`config.mk`:
```
export PLATFORM = sky130hd
export DESIGN_NAME = universal_shift_reg
export DESIGN_NICKNAME = d
export VERILOG_FILES = /design/src/rtl/usr_pkg.sv /design/src/rtl/usr_word_cnt.sv /design/src/rtl/universal_shift_reg.sv
export SDC_FILE = /design/constraint.sdc
export NUM_CORES = 1
export LEC_CHECK = 0
export ABC_AREA = 1
export CAP_MARGIN = 0
export CORE_ASPECT_RATIO = 0.6
export CORE_MARGIN = 1.5
export CORE_UTILIZATION = 40
export DETAILED_ROUTE_END_ITERATION = 8
export GPL_TIMING_DRIVEN = 0
export PLACE_DENSITY = 0.72
export SKIP_LAST_GASP = 1
export SYNTH_ARGS = -nofsm -noshare
export SYNTH_HDL_FRONTEND = slang
export SYNTH_HIERARCHICAL = 1
export SYNTH_SLANG_ARGS = --single-unit
```
`constraint.sdc`:
```
create_clock -name clk -period 1.2 [get_ports clk]
set_input_delay 0.12 -clock clk [delete_from_list [all_inputs] [get_ports clk]]
set_output_delay 0.12 -clock clk [all_outputs]
set_load 0.05 [all_outputs]
```
`src/rtl/usr_pkg.sv`:
```
// rtl/usr_pkg.sv - shared types and defaults for the universal shift register
package usr_pkg;

  typedef enum logic [1:0] {
    HOLD    = 2'd0,
    SHIFT_R = 2'd1,
    SHIFT_L = 2'd2,
    LOAD    = 2'd3
  } mode_t;

  typedef enum logic {
    DIR_R = 1'b0,
    DIR_L = 1'b1
  } dir_t;

  localparam int DEF_DEPTH = 8;
  localparam int DEF_LANES = 1;

endpackage

```
`src/rtl/usr_word_cnt.sv`:
```
// rtl/usr_word_cnt.sv - modulo-DEPTH shift counter producing the word capture strobe
module usr_word_cnt #(
  parameter int DEPTH = 8
) (
  input  logic clk,
  input  logic rst,
  input  logic en,
  input  logic shift,
  input  logic clear,
  output logic wrap
);

  localparam int CW = (DEPTH > 1) ? $clog2(DEPTH) : 1;
  localparam logic [CW-1:0] LAST = CW'(DEPTH - 1);

  logic [CW-1:0] cnt;

  // Explicit wrap keeps non-power-of-two depths correct.
  assign wrap = en && shift && (cnt == LAST);

  always_ff @(posedge clk) begin
    if (rst) begin
      cnt <= '0;
    end else if (en) begin
      if (clear) begin
        cnt <= '0;
      end else if (shift) begin
        cnt <= wrap ? '0 : cnt + CW'(1);
      end
    end
  end

endmodule

```
`src/rtl/universal_shift_reg.sv`:
```
// rtl/universal_shift_reg.sv - multi-lane hold/shift/load register with word capture
module universal_shift_reg
  import usr_pkg::*;
#(
  parameter int DEPTH = DEF_DEPTH,
  parameter int LANES = DEF_LANES
) (
  input  logic                   clk,
  input  logic                   rst,
  input  logic                   en,
  input  logic [1:0]             mode,
  input  logic [LANES-1:0]       si,
  input  logic [DEPTH*LANES-1:0] pin,
  output logic [LANES-1:0]       out,
  output logic [DEPTH*LANES-1:0] q,
  output logic [DEPTH*LANES-1:0] word_out,
  output logic                   word_valid
);

  logic [DEPTH*LANES-1:0] q_next;
  dir_t                   dir;
  dir_t                   dir_next;
  logic                   shift;
  logic                   load;
  logic                   wrap;

  // Stage i occupies q[i*LANES +: LANES]; right shifts move toward higher stages.
  always_comb begin
    q_next   = q;
    dir_next = dir;
    shift    = 1'b0;
    load     = 1'b0;
    case (mode_t'(mode))
      SHIFT_R: begin
        q_next   = {q[(DEPTH-1)*LANES-1:0], si};
        dir_next = DIR_R;
        shift    = 1'b1;
      end
      SHIFT_L: begin
        q_next   = {si, q[DEPTH*LANES-1:LANES]};
        dir_next = DIR_L;
        shift    = 1'b1;
      end
      LOAD: begin
        q_next = pin;
        load   = 1'b1;
      end
      default: ;
    endcase
  end

  usr_word_cnt #(.DEPTH(DEPTH)) u_word_cnt (
    .clk   (clk),
    .rst   (rst),
    .en    (en),
    .shift (shift),
    .clear (load),
    .wrap  (wrap)
  );

  always_ff @(posedge clk) begin
    if (rst) begin
      q          <= '0;
      dir        <= DIR_R;
      word_out   <= '0;
      word_valid <= 1'b0;
    end else if (en) begin
      q          <= q_next;
      dir        <= dir_next;
      word_valid <= wrap;
      if (wrap) begin
        word_out <= q_next;
      end
    end else begin
      word_valid <= 1'b0;
    end
  end

  assign out = (dir == DIR_R) ? q[DEPTH*LANES-1 -: LANES] : q[LANES-1:0];

endmodule

```
==> key figures <==
Clock tree
  • Root Buffer: clkbuf_8
  • TritonCTS buffer count: 3
  • Worst skew pair latency: 0.26 ns
  • Clock slew at reported path FFs: 0.08 ns
  • CTS tree: done
  • H-tree levels: 1
  • Max clock buf depth: 2
  • Clk sink count: 21
  • Post-CTS Hold Fix Bufs: 0

Pwr
  • Sw frac: 31.39%
  • Final Power: 0.001621 W
  • Power Density: 978.5 nW/µm²
  • Net switching power: 0.0005088 W
  • Pleak: 0.7426 nW
  • Internal power: 0.001112 W
  • Sequential share of power: 46.8%
  • Comb power frac: 24.1%
  • Peak VDD IR: 0.6352 mV
  • Clock share of power: 29.0%

STA
  • Slew @ Worst Pin: 0.2828 ns
  • FMAX: 0.7787 GHz
  • Rel. slew slack: 81.23%
  • Unrepaired setup endpoints after global routing: true
  • Final Hold Fails: 0
  • Setup Skew: 0.002161 ns
  • Fin. max-slew vios: 0
  • Worst setup slack after layout: -0.08419 ns
  • Final period util: 107.0%
  • Number of setup violations in the final report: 8
  • Final min period: 1.284 ns

Yosys
  • Sequential area share after synthesis: 37.21%
  • Synth unique cells: 23
  • Post-synth EDFFs: 0
  • Synthesized area per cell: 7.106 µm²
  • Most common cell in the netlist: nand2_1
  • Synth Flop Type: dfxtp_1
  • Share of the synthesized area in the top cell type: 37.21%
  • Post-synth net total: 179
  • Mapped cell area: 1130 µm²
  • Synth cell count leaders: nand2_1 (51), dfxtp_1 (21), a21oi_1 (19), o21ai_0 (18), inv_1 (9)
  • Largest area contributor in the netlist: dfxtp_1
  • Synth warnings: 6
  • Ranking of synthesized cells by area: dfxtp_1 (37%), nand2_1 (17%), a21oi_1 (8.4%)
  • Cells after synthesis: 159
  • FF+latch count, synth: 21
  • FFs w/ async S/R, synth: 0%

Floorplan
  • Die H: 44.17 µm
  • Starting Density: 43.58%
  • Die width: 71.61 µm
  • Io pins: 32
  • Die area: 3163 µm²
  • CORE AREA: 2592 µm²
  • Cell Rows: 14

Route
  • Drt wl/cell: 13.08 µm
  • Vias per cell: 5.083
  • Remaining antenna violation count: 0
  • Vias: 1169
  • TritonRoute pass-1 iters: 6
  • Iteration-0 DRC Markers: 63
  • Drt drc: 0
  • DRT Wirelength: 3.008 mm

Global route
  • GRT Total Usage: 19.60%
  • Largest net degree at the start of global routing: 13
  • Vias in the first global route: 1012
  • Total grt overflow: 0
  • First-pass GRT wire length: 4.781 mm
  • Initial antenna violation count: 0

Worst setup path
  • Worst Path Max Fanout: 8
  • Crit path kind: reg -> reg
  • CP startpoint kind: flop
  • Worst Path Arrival: 1.44 ns
  • Worst EP required: 1.35 ns
  • Setup crit end kind: flop

Final layout
  • FILL cells: 230
  • Nets: 219
  • Multi-input logic area: 691.9 µm²
  • Share of layout cells above drive strength 1: 33.33%
  • Finished Layout Cells: 230
  • ANT cells: 0
  • FF/Latch Area: 425.4 µm²
  • P&R area growth vs syn: 46.62%

Status
  • Failing checks: setup timing
  • Outcome: complete, but fails checks

Placement
  • Gp weighted congestion: 0.8217
  • I/O Buffers: 31
  • DPL Wire Length: 2.112 mm
  • Post-Place Cells: 222

Flow run
  • Max-cap violations: 0

Min path
  • Hold Path Class: reg -> reg
## worst max-delay path, stage by stage (launching register included)
cell and delay [ns]:
dfxtp_2 0.34, ha_4 0.16, ha_4 0.16, nand3_4 0.06, inv_2 0.05, nand2_4 0.07
inv_6 0.05, o21ai_0 0.22, a21oi_2 0.05
## flip-flops by register name (all words and copies together), names as in the netlist
signal	cells
word_valid	1
q	8
word_out	8
u_word_cnt/cnt	3
dir	1
## layout by cell type, fill, tap and decap left out, drive strengths merged, types with 7 or more instances in the layout
cell,instances
nand2,53
o21ai,25
dfxtp,21
a21oi,19
buf,13
clkdlybuf4s50,11
inv,11
clkdlybuf4s15,9
clkbuf,8
or2,7
## routing by layer
metal  share of wire, %  global-route usage [%]  wire (µm)  vias up
met4               0.90                   4.151         27        0
met5                  0                       0          0        -
met3                9.0                   5.923        270        6
met2                 40                   27.96       1202       41
li1                   -                       -          -      591
met1                 50                   29.11       1509      531
## worst paths after layout
check / startpoint / to / slack [ns] / depth (start not counted)
setup reg to reg: u_word_cnt/cnt[0] / word_out[3] / -0.08 / 8
setup / recovery: u_word_cnt/cnt[0] / word_out[3] / -0.08 / 8
hold / removal: u_word_cnt/cnt[1] / u_word_cnt/cnt[1] / 0.52 / 2
hold reg to reg: u_word_cnt/cnt[1] / u_word_cnt/cnt[1] / 0.52 / 2
## kinds of logic after synthesis
group                    synth area share, %
flip-flops                             37.21
AND/OR/NAND/NOR                        25.36
AO/OA/AOI/OAI                          21.15
adder cells (fa/ha/maj)                6.644
buffers and inverters                  9.633
## through the flow
| step | hold WS (ns) | TNS [ns] | util (%) | area, µm² | setup WS (ns) |
|---|---|---|---|---|---|
| after global routing | 0.5355 | -1.085 | 63.90 | 1657 | -0.1492 |
| after floorplan | 0.1817 | -0.001545 | - | 1175 | -0.001545 |
| final | 0.5160 | -0.4540 | 63.90 | 1657 | -0.08419 |
| after detailed placement | 0.4992 | -11.22 | 58.83 | 1525 | -0.6111 |
| after CTS | 0.5174 | -0.4744 | 62.50 | 1620 | -0.07540 |
| after global placement | 0.4870 | -10.73 | 58.83 | 1525 | -0.5956 |
## layout make-up
class,count,area share (%)
multi-input combinational,119,41.77
sequential,21,25.68
timing repair buffer,35,20.47
buffer,8,4.079
inverter,11,2.795
clock buffer,3,2.492
tap,32,2.417
clock inverter,1,0.3021
## power by group through the flow
stage,clock network [W],logic [W],registers [W]
5_1_grt,0.000517,0.000424,0.000764
3_5_place_dp,0,0.000375,0.000775
3_3_place_gp,0,0.000368,0.000774
4_1_cts,0.000485,0.000382,0.000758
2_1_floorplan,0,0.000172,0.000839
6_report,0.000470,0.000391,0.000759
## repair_timing
action,CTS,global route
gates cloned,0,1
resized for setup,62,25
pin swaps,0,1
endpoints found under the setup margin,38,23
endpoints found under the hold margin,0,0
buffers inserted,2,1
Note: power is estimated with default switching activity, not from simulation.
